**config.mk**
```make
export PLATFORM = sky130hd
export DESIGN_NAME = display_producto
export DESIGN_NICKNAME = d
export VERILOG_FILES = /design/src/rtl/display_pkg.sv /design/src/rtl/conversor_bin_bcd.sv /design/src/rtl/display_producto.sv
export SDC_FILE = /design/constraint.sdc
export NUM_CORES = 1
export LEC_CHECK = 0
export BUFFER_PORTS_ARGS = -buffer_cell sky130_fd_sc_hd__buf_4
export CAP_MARGIN = 20
export CORE_MARGIN = 2
export CORE_UTILIZATION = 65
export CTS_BUF_LIST = sky130_fd_sc_hd__clkbuf_4 sky130_fd_sc_hd__clkbuf_8 sky130_fd_sc_hd__clkbuf_16
export CTS_CLUSTER_DIAMETER = 150
export CTS_CLUSTER_SIZE = 40
export DETAILED_ROUTE_END_ITERATION = 10
export GPL_TIMING_DRIVEN = 0
export PLACE_DENSITY = 0.85
export SYNTH_ARGS = -nofsm -noshare
export SYNTH_HDL_FRONTEND = slang
export SYNTH_HIERARCHICAL = 1
export SYNTH_SLANG_ARGS = --single-unit
```
**constraint.sdc**
```tcl
create_clock -name reloj -period 7.4 [get_ports reloj]
set_input_delay 0.37 -clock reloj [delete_from_list [all_inputs] [get_ports reloj]]
set_output_delay 0.37 -clock reloj [all_outputs]
set_load 0.02 [all_outputs]
```
**src/rtl/display_pkg.sv**
```systemverilog
// Shared types and 7-segment constants for the product display path.
// Segment vectors are active-low in gfedcba order.
package display_pkg;

    typedef enum logic [1:0] {
        REPOSO   = 2'd0,
        DESPLAZA = 2'd1,
        FIN      = 2'd2
    } estado_t;

    localparam logic [6:0] SEG_BLANCO = 7'h7F;
    localparam logic [6:0] SEG_MENOS  = 7'h3F;

    // BCD digit to active-low gfedcba pattern; non-decimal codes blank the digit.
    function automatic logic [6:0] bcd_a_7seg(input logic [3:0] bcd);
        logic [6:0] seg;
        case (bcd)
            4'd0:    seg = 7'h40;
            4'd1:    seg = 7'h79;
            4'd2:    seg = 7'h24;
            4'd3:    seg = 7'h30;
            4'd4:    seg = 7'h19;
            4'd5:    seg = 7'h12;
            4'd6:    seg = 7'h02;
            4'd7:    seg = 7'h78;
            4'd8:    seg = 7'h00;
            4'd9:    seg = 7'h10;
            default: seg = SEG_BLANCO;
        endcase
        return seg;
    endfunction

endpackage

```
**src/rtl/conversor_bin_bcd.sv**
```systemverilog
// Sequential double-dabble: one add-3/shift step per cycle, ANCHO steps per value.
// Accepts a start only in REPOSO; listo pulses on entry to FIN, when ocupado drops.
module conversor_bin_bcd
    import display_pkg::*;
#(
    parameter int unsigned ANCHO = 16,
    parameter int unsigned N_BCD = 5
) (
    input  logic                 reloj,
    input  logic                 reset,
    input  logic                 i_inicio,
    input  logic [ANCHO-1:0]     i_mag,
    input  logic                 i_neg,
    output logic                 o_ocupado,
    output logic                 o_listo,
    output logic [4*N_BCD-1:0]   o_bcd,
    output logic                 o_neg
);

    localparam int unsigned BCD_W = 4 * N_BCD;
    localparam int unsigned CNT_W = $clog2(ANCHO + 1);

    estado_t            r_estado, w_estado;
    logic [ANCHO-1:0]   r_bin, w_bin;
    logic [BCD_W-1:0]   r_bcd, w_bcd, w_ajuste;
    logic [CNT_W-1:0]   r_cuenta, w_cuenta;
    logic               r_neg, w_neg;
    logic               r_ocupado, w_ocupado;
    logic               r_listo, w_listo;

    // State and datapath registers; reset aborts any conversion silently.
    always_ff @(posedge reloj) begin
        if (!reset) begin
            r_estado  <= REPOSO;
            r_bin     <= '0;
            r_bcd     <= '0;
            r_cuenta  <= '0;
            r_neg     <= 1'b0;
            r_ocupado <= 1'b0;
            r_listo   <= 1'b0;
        end else begin
            r_estado  <= w_estado;
            r_bin     <= w_bin;
            r_bcd     <= w_bcd;
            r_cuenta  <= w_cuenta;
            r_neg     <= w_neg;
            r_ocupado <= w_ocupado;
            r_listo   <= w_listo;
        end
    end

    always_comb begin
        w_estado  = r_estado;
        w_bin     = r_bin;
        w_bcd     = r_bcd;
        w_cuenta  = r_cuenta;
        w_neg     = r_neg;
        w_ocupado = r_ocupado;
        w_listo   = 1'b0;
        w_ajuste  = r_bcd;

        // Add 3 to every nibble >= 5 so the following shift carries correctly.
        for (int i = 0; i < int'(N_BCD); i++) begin
            if (r_bcd[4*i +: 4] >= 4'd5) begin
                w_ajuste[4*i +: 4] = r_bcd[4*i +: 4] + 4'd3;
            end
        end

        case (r_estado)
            REPOSO: begin
                if (i_inicio) begin
                    w_estado  = DESPLAZA;
                    w_bin     = i_mag;
                    w_bcd     = '0;
                    w_cuenta  = '0;
                    w_neg     = i_neg;
                    w_ocupado = 1'b1;
                end
            end
            DESPLAZA: begin
                w_bcd    = {w_ajuste[BCD_W-2:0], r_bin[ANCHO-1]};
                w_bin    = {r_bin[ANCHO-2:0], 1'b0};
                w_cuenta = r_cuenta + CNT_W'(1);
                if (r_cuenta == CNT_W'(ANCHO - 1)) begin
                    w_estado  = FIN;
                    w_ocupado = 1'b0;
                    w_listo   = 1'b1;
                end
            end
            FIN: begin
                w_estado = REPOSO;
            end
            default: begin
                w_estado = REPOSO;
            end
        endcase
    end

    assign o_ocupado = r_ocupado;
    assign o_listo   = r_listo;
    assign o_bcd     = r_bcd;
    assign o_neg     = r_neg;

endmodule

```
**src/rtl/display_producto.sv**
```systemverilog
// Captures a signed product, converts its magnitude to BCD and scans it onto an
// N-digit multiplexed 7-segment display. Define BLANQUEO_CEROS_EN to blank leading zeros.
module display_producto
    import display_pkg::*;
#(
    parameter int unsigned ANCHO        = 16,
    parameter int unsigned N_DIGITOS    = 6,
    parameter int unsigned DIV_REFRESCO = 100000
) (
    input  logic                    reloj,
    input  logic                    reset,
    input  logic signed [ANCHO-1:0] producto,
    input  logic                    cargar,
    output logic                    ocupado,
    output logic                    listo,
    output logic [2:0]              digito_sel,
    output logic [N_DIGITOS-1:0]    anodos,
    output logic [6:0]              segmentos
);

    localparam int unsigned N_BCD   = N_DIGITOS - 1;
    localparam int unsigned BCD_W   = 4 * N_BCD;
    localparam int unsigned SEL_W   = 3;
    localparam int unsigned PRESC_W = (DIV_REFRESCO > 1) ? $clog2(DIV_REFRESCO) : 1;

    logic [ANCHO-1:0]     w_prod_u, w_mag;
    logic                 w_ocupado, w_listo, w_neg;
    logic [BCD_W-1:0]     w_bcd;
    logic [PRESC_W-1:0]   r_presc;
    logic [SEL_W-1:0]     r_digito_sel;
    logic [BCD_W-1:0]     r_buf_bcd;
    logic                 r_buf_neg;
    logic [N_DIGITOS-1:0] r_anodos;
    logic [6:0]           r_segmentos;
    logic [3:0]           w_nib;
    logic [6:0]           w_seg_c;

    // Magnitude as unsigned: the most negative value maps to 2^(ANCHO-1).
    assign w_prod_u = producto;
    assign w_mag    = w_prod_u[ANCHO-1] ? (~w_prod_u + ANCHO'(1)) : w_prod_u;

    conversor_bin_bcd #(
        .ANCHO (ANCHO),
        .N_BCD (N_BCD)
    ) u_conversor (
        .reloj     (reloj),
        .reset     (reset),
        .i_inicio  (cargar),
        .i_mag     (w_mag),
        .i_neg     (w_prod_u[ANCHO-1]),
        .o_ocupado (w_ocupado),
        .o_listo   (w_listo),
        .o_bcd     (w_bcd),
        .o_neg     (w_neg)
    );

    // Segment pattern for the digit currently selected by the scan counter.
    always_comb begin
        w_nib   = '0;
        w_seg_c = SEG_BLANCO;
        for (int i = 0; i < int'(N_BCD); i++) begin
            if (r_digito_sel == SEL_W'(i)) begin
                w_nib = r_buf_bcd[4*i +: 4];
            end
        end
        if (r_digito_sel == SEL_W'(N_DIGITOS - 1)) begin
            w_seg_c = r_buf_neg ? SEG_MENOS : SEG_BLANCO;
        end else begin
            w_seg_c = bcd_a_7seg(w_nib);
        end
`ifdef BLANQUEO_CEROS_EN
        begin : blanqueo
            logic w_ceros_arriba;
            w_ceros_arriba = 1'b1;
            for (int i = int'(N_BCD) - 1; i >= 1; i--) begin
                w_ceros_arriba = w_ceros_arriba & (r_buf_bcd[4*i +: 4] == 4'd0);
                if ((r_digito_sel == SEL_W'(i)) && w_ceros_arriba) begin
                    w_seg_c = SEG_BLANCO;
                end
            end
        end
`endif
    end

    // Prescaler, scan counter, display buffer and registered pin drivers.
    always_ff @(posedge reloj) begin
        if (!reset) begin
            r_presc      <= '0;
            r_digito_sel <= '0;
            r_buf_bcd    <= '0;
            r_buf_neg    <= 1'b0;
            r_anodos     <= '1;
            r_segmentos  <= SEG_BLANCO;
        end else begin
            if (r_presc == PRESC_W'(DIV_REFRESCO - 1)) begin
                r_presc <= '0;
                if (r_digito_sel == SEL_W'(N_DIGITOS - 1)) begin
                    r_digito_sel <= '0;
                end else begin
                    r_digito_sel <= r_digito_sel + SEL_W'(1);
                end
            end else begin
                r_presc <= r_presc + PRESC_W'(1);
            end
            if (w_listo) begin
                r_buf_bcd <= w_bcd;
                r_buf_neg <= w_neg;
            end
            r_anodos    <= ~(N_DIGITOS'(1) << r_digito_sel);
            r_segmentos <= w_seg_c;
        end
    end

    assign ocupado    = w_ocupado;
    assign listo      = w_listo;
    assign digito_sel = r_digito_sel;
    assign anodos     = r_anodos;
    assign segmentos  = r_segmentos;

endmodule

```
# Word level (Yosys, flattened, before mapping)
# Memories as Yosys holds them, arrays and structs flattened.
# Cells that the tools add are included.
[totals] register_bits=100 mem_bits_ro=112 inputBits=19 out_inout_bits=18 memories=1
[classes] addsub=9 n_lt_le_gt_ge=5 n_eq_ne=10 n_shift=1 n_mux=27 bitwise_logic=3 n_reduce_logical=9
[memory_table] name="(name not given)" words=16 word_bits=7 rd=1 rd_ports_with_merged_regs=0 wr=0 line="display_pkg.sv:17" source="case (bcd)"
[op_table] cell="20-bit one-hot mux with 2 select lines" count=1
[op_table] cell="4-bit 2-to-1 mux" count=9
[op_table] cell="16-bit 2-to-1 mux" count=2
[op_table] cell="16-bit one-hot mux with 2 select lines" count=1
[op_table] cell="4-bit by 3-bit greater-or-equal comparator with 1-bit output, second input constant" count=5
[op_table] cell="20-bit 2-to-1 mux" count=1
[op_table] cell="17-bit by 1-bit adder with 17-bit output, second input constant" count=1
[op_table] cell="17-bit equality test, second input constant" count=1
[op_table] cell="16-bit by 1-bit adder with 16-bit output, second input constant" count=1
[op_table] cell="4-bit by 2-bit adder with 4-bit output, second input constant" count=4
[op_table] cell="16-bit NOT" count=1
[op_table] cell="7-bit 2-to-1 mux" count=2
[op_table] cell="5-bit one-hot mux with 2 select lines" count=1
[op_table] cell="2-bit AND reduction" count=4
[op_table] cell="3-bit by 2-bit equality test with 1-bit output, second input constant" count=2
[op_table] cell="3-bit equality test, second input constant" count=2
[op_table] cell="3-bit 2-to-1 mux" count=2
[op_table] cell="6-bit NOT" count=1
[op_table] cell="1-bit by 3-bit left shift with 6-bit output, first input constant" count=1
[op_table] cell="5-bit by 1-bit adder with 5-bit output, second input constant" count=1
[op_table] cell="5-bit by 4-bit equality test with 1-bit output, second input constant" count=1
[op_table] cell="5-bit 2-to-1 mux" count=1
[op_table] cell="2-bit 2-to-1 mux" count=2
[op_table] cell="2-bit one-hot mux with 2 select lines" count=1
[op_table] cell="other kinds (14)" count=16

# Longest topological paths before layout
# An unclocked memory read counts as a cell.
[logic_depth] ltp_word=8 mapped_depth=11 ltp_nobuf=10

# Modules after synthesis
# The synthesis kept the hierarchy.
[by_module_without_submodules] mod="display_producto" instances=1 cells_each=293 area_each_um2=2722.6 seq_area_each_um2=1081.0
[by_module_without_submodules] mod="conversor_bin_bcd" instances=1 cells_each=278 area_each_um2=2255.9 seq_area_each_um2=920.9

# Least setup slack after synthesis
# OpenSTA, ideal clock, no wires.
[synth_path] path_kind="reg-to-reg" startpoint="reg r_digito_sel[0], in the netlist digito_sel[0]" endpoint="reg r_segmentos[0], in the netlist segmentos[0]" setup_ps=124 arrival_ps=2469 slack_ps=4806 path_stages_with_launch=12 path_buffers=2 period_less_slack_ps=2594 cell_sequence="dfxtp_1 -> buf_6 -> buf_4 -> and2_1 -> ha_1 -> or2_1 -> a211oi_1 -> o22a_1 -> inv_1 -> ha_1 -> and2_1 -> a2111o_1"
[synth_via] elab_chain_cells=8
[synth_lines] element="start: declaration" line="display_producto.sv:30" source="logic [SEL_W-1:0] r_digito_sel;"
[synth_lines] element="start signal: assignment" line="display_producto.sv:100" source="r_digito_sel <= r_digito_sel + SEL_W'(1);"
[synth_lines] element="3-bit zero test" line="display_producto.sv:62" source="if (r_digito_sel == SEL_W'(i)) begin"
[synth_lines] element="4-bit 2-to-1 mux (5 in a row)" line="display_producto.sv:62"
[synth_lines] element="memory 16 x 7 bit"
[synth_lines] element="7-bit 2-to-1 mux *" line="display_producto.sv:66" source="if (r_digito_sel == SEL_W'(N_DIGITOS - 1)) begin"
[synth_lines] element="end signal: assignment" line="display_producto.sv:110" source="r_segmentos <= w_seg_c;"
[synth_lines] element="end: declaration" line="display_producto.sv:34" source="logic [6:0] r_segmentos;"
# Every way passes the cells marked *; elsewhere a longest branch is shown, timed or not.
# A chain may end at the register's enable or synchronous reset.

# Worst setup path in the final report
# Ends and elaborated chain as after synthesis.

==> results.txt <==
The signed area change from the synthesized netlist to the final layout came out at 12.3%. For this design the ratio of total power to cell area is 186 mW/mm^2. The final weighted congestion in routability-driven placement came out at 0.908. The longest clock path from root to sink contains 2 buffers. In this run the tool buffered the top-level ports with 35 buffer cells. The reported max-cap violation count came out at 0.

The number of synthesized flops with an enable pin came out at 0. After synthesis the cells add up to 0.00498 mm^2. The height of the die is 91.5 um. The flip-flop and latch count after synthesis came out at 100. The kind of critical path is flop to flop. The final instance count without filler cells is 720. For the pin with the worst max-slew slack, the measured transition is 0.722 ns.

In the finished design, the share of the clock period the worst path needs comes to 40.1%. The pin count of the biggest net entering global routing is 16. After clock tree synthesis, the setup repair step added 0 buffers.

The detailed-route wire length per cell is 15.4 um. The number of instances on the worst hold path is 3. The clock root buffer master is sky130_fd_sc_hd__clkbuf_8. In the post-route analysis, the smallest setup slack over all paths is 4.43 ns. The via count of the routed design is 4282. The number of design rule violations left after detail routing is 0. The clock sink total came out at 100. The placed instances occupy a cell area of 0.00537 mm^2. The worst setup skew after layout came out at 0.0107 ns. The number of iterations in the first detailed-routing pass came out at 5. The setup TNS came out at 0 ns. The maximum fanout encountered on the critical timing path is 10. In the synthesized netlist the dominant register cell turns out to be sky130_fd_sc_hd__dfxtp_1. The number of antenna violations at the first check in global routing is 0. The setup-violating endpoint count in the final report is 0. The count of fill cells added during filler insertion is 509. The class of the tightest hold or removal check is input pin to flop. For the worst-skew pair, the clock arrives at the later sink with an insertion delay of 0.36 ns.

The number of nets handed over by synthesis was 609. The unique cell type count in the Yosys netlist is 64. Pin placement for this block handled 37 I/O pins. Once the floorplan was initialized, standard cells occupied 67.9% of the core.

The Yosys warning count came out at 6. The via density per instance came out at 5.95. The path with the worst hold slack has its endpoint at u_conversor/o_neg$_SDFFE_PN0P_. The placed wire-length estimate after detailed placement is 8.09 mm. Gates resized during post-CTS repair numbered 0. The worst register-to-register path begins at digito_sel[0]$_SDFFE_PN0P_. Clock-pin slew was measured on the worst setup and hold paths at 0.09 ns.

The leakage power came out at 2.09 nW. At the worst endpoint, the arrival time is 3.21 ns. The count of H-tree levels built during CTS is 3. The required arrival time at the worst endpoint came out at 7.64 ns. The number of global-route vias before repair is 4024. The count of endpoints failing hold in the final timing report is 0. 0 antenna diodes ended up in the layout. The share of the Yosys chip area taken by registers is 40.2%.

The routed design could run at a clock period as short as 2.97 ns. The worst-case headroom to the max-slew limit is 51.8%. The die outline area is 0.00838 mm^2. The worst setup path is launched from a flop. The run finished with clean final reports. The remaining antenna violation count after routing is 0. In this run, CTS created clock tree buffers numbering 9. The number of placed instances, taps included, is 705. The highest attainable clock frequency came out at 337 MHz.

The maximum vdd ir drop is 134 uV. Summed over all layers, the routed wires come to 11.1 mm. The CTS tree is built.

For this run, asynchronously set or reset flops after synthesis account for 0%. Setup repair after global routing left no endpoint under its margin. After routing the design area is 0.00559 mm^2. The type of destination of the critical path is a flop. The count of mapped cells out of synthesis came out at 571. The total design power is 0.00104 W.

The number of nets in the final layout is 655. The first-pass GRT wire length came out at 18.2 mm. Cells with a size suffix above 1 make up 13.8% of the layout. Before CTS, the worst setup slack after placement is 4.48 ns.

The endpoint of the worst-slack reg-to-reg timing path is segmentos[0]$_SDFF_PP1_. For the worst flop-to-flop path, the logic depth is 11. The reg-to-reg setup timing slack is 4.43 ns. The die outline width came out at 91.5 um. After clock tree synthesis, the flow added hold-fix buffers numbering 0. A synthesized cell averages 8.72 um^2.

In this run the standard cell core region covers 0.00733 mm^2. The violation count after the first detailed-routing iteration is 153. The startpoint identified for the worst hold timing path is producto[15]. The number of pins exceeding their max-slew limit in the final report is 0. The count of standard-cell rows is 31.

The total global routing track utilization is 26.8%. The final global-route overflow total is 0.
## power by group
part	leakage (nW)	switching [W]	internal (W)
sequential	0.814	0.00000785	0.000552
clock	0.111	0.000179	0.000207
combinational	1.16	0.0000566	0.0000392
total	2.09	0.000243	0.000798
## metrics by stage
| step | util, % | hold WS (ns) |
|---|---|---|
| global placement | 73.2 | 0.424 |
| detailed placement | 73.2 | 0.439 |
| finish | 76.2 | 0.296 |
| floorplan | - | 0.418 |
| CTS | 76.2 | 0.282 |
| global route | 76.2 | 0.322 |
## critical path, stage by stage (launching register included)
cell	delay [ns]
sky130_fd_sc_hd__dfxtp_1	0.33
sky130_fd_sc_hd__buf_6	0.14
sky130_fd_sc_hd__buf_4	0.17
sky130_fd_sc_hd__and2_1	0.14
sky130_fd_sc_hd__ha_1	0.28
sky130_fd_sc_hd__or2_1	0.31
sky130_fd_sc_hd__a211oi_1	0.38
sky130_fd_sc_hd__o22a_1	0.31
sky130_fd_sc_hd__inv_1	0.10
sky130_fd_sc_hd__ha_1	0.20
sky130_fd_sc_hd__and2_1	0.13
sky130_fd_sc_hd__a2111o_1	0.38
## placed cells by master, fill, tap and decap left out, drive strengths merged, types with 8 or more instances in the layout
master / count
mux2i: 23
dfxtp: 100
xnor2: 19
nand2: 54
nand3: 20
xor2: 19
a21oi: 30
and2: 9
ha: 19
clkbuf: 23
nor3: 8
nand2b: 9
nor2b: 28
buf: 51
o21ai: 54
inv: 20
nor2: 48
## cell usage after synthesis, drive strengths merged, types with 2 or more instances
master / n / share of area, %
or2: 2 / 0.25
a2111o: 2 / 0.45
nor2b: 28 / 3.5
or4: 2 / 0.30
nor3: 8 / 0.80
mux2: 7 / 1.7
a22oi: 4 / 0.60
nand3: 20 / 2.0
nor2: 48 / 3.7
xnor2: 19 / 3.3
mux2i: 23 / 4.6
o22ai: 4 / 0.78
nand4: 4 / 0.50
a31oi: 2 / 0.25
o31ai: 7 / 1.2
and3: 5 / 0.63
nand3b: 3 / 0.45
a21oi: 30 / 3.1
o21ai: 54 / 5.4
o221ai: 2 / 0.35
ha: 19 / 4.8
a211oi: 3 / 0.55
o41ai: 3 / 0.68
xor2: 19 / 3.3
dfxtp: 100 / 40
nor3b: 5 / 0.95
inv: 20 / 1.5
clkbuf: 12 / 0.93
a21o: 2 / 0.30
nand2b: 9 / 1.1
a21boi: 7 / 1.1
and2: 9 / 1.2
o21bai: 3 / 0.45
nor4: 4 / 0.50
o22a: 2 / 0.35
nand2: 54 / 4.1
buf: 16 / 2.2
## sequential cells by signal (all words and copies together), names as in the netlist
signal                 count
r_buf_bcd                 20
u_conversor/o_bcd         20
r_presc                   17
u_conversor/r_bin         16
segmentos                  7
anodos                     6
u_conversor/r_cuenta       5
digito_sel                 3
u_conversor/r_estado       2
r_buf_neg                  1
u_conversor/o_listo        1
u_conversor/o_neg          1
u_conversor/o_ocupado      1
## final cells by class
| type | instances | area [um^2] | area share (%) |
|---|---|---|---|
| clock inverters | 4 | 72.6 | 1.30 |
| well taps | 99 | 124 | 2.22 |
| inverters | 21 | 78.8 | 1.41 |
| repair buffers | 35 | 263 | 4.70 |
| multi-input cells | 422 | 2740 | 49.1 |
| flip-flops and latches | 100 | 2000 | 35.8 |
| plain buffers | 28 | 155 | 2.78 |
| clock buffers | 11 | 151 | 2.71 |
## cells by family (layout without fill, tap and decap cells)
kind of cell	count (synthesis)	in the layout	share of synthesized area, %
and+or+nand+nor	205	205	20.8
AOI/OAI and AO/OA	130	130	16.5
DFF	100	100	40.2
buffers and inverters	49	99	4.70
xor gates and xnor gates	38	38	6.69
muxes	30	30	6.28
adders and majority gates	19	19	4.78
## per-layer routing
layer / vias to the layer above / part of all wire [%] / track usage (%)
met1: 2050 / 43 / 32.5
met2: 142 / 50 / 46.2
met3: 32 / 4.8 / 5.98
li1: 2058 / - / -
met4: 0 / 2.9 / 10.4
met5: - / 0 / 0
## worst max-delay path by stage
stage                                from  slack, ns                 endpoint  cells after the start
2_1_floorplan  digito_sel[0]$_SDFFE_PN0P_       4.81  segmentos[0]$_SDFF_PP1_                     11
3_3_place_gp   digito_sel[0]$_SDFFE_PN0P_       4.49  segmentos[0]$_SDFF_PP1_                     11
3_5_place_dp   digito_sel[0]$_SDFFE_PN0P_       4.48  segmentos[0]$_SDFF_PP1_                     11
4_1_cts        digito_sel[0]$_SDFFE_PN0P_       4.42  segmentos[0]$_SDFF_PP1_                     11
5_1_grt        digito_sel[0]$_SDFFE_PN0P_       4.30  segmentos[0]$_SDFF_PP1_                     11
6_report       digito_sel[0]$_SDFFE_PN0P_       4.43  segmentos[0]$_SDFF_PP1_                     11
(Power assumes the default switching activity.)
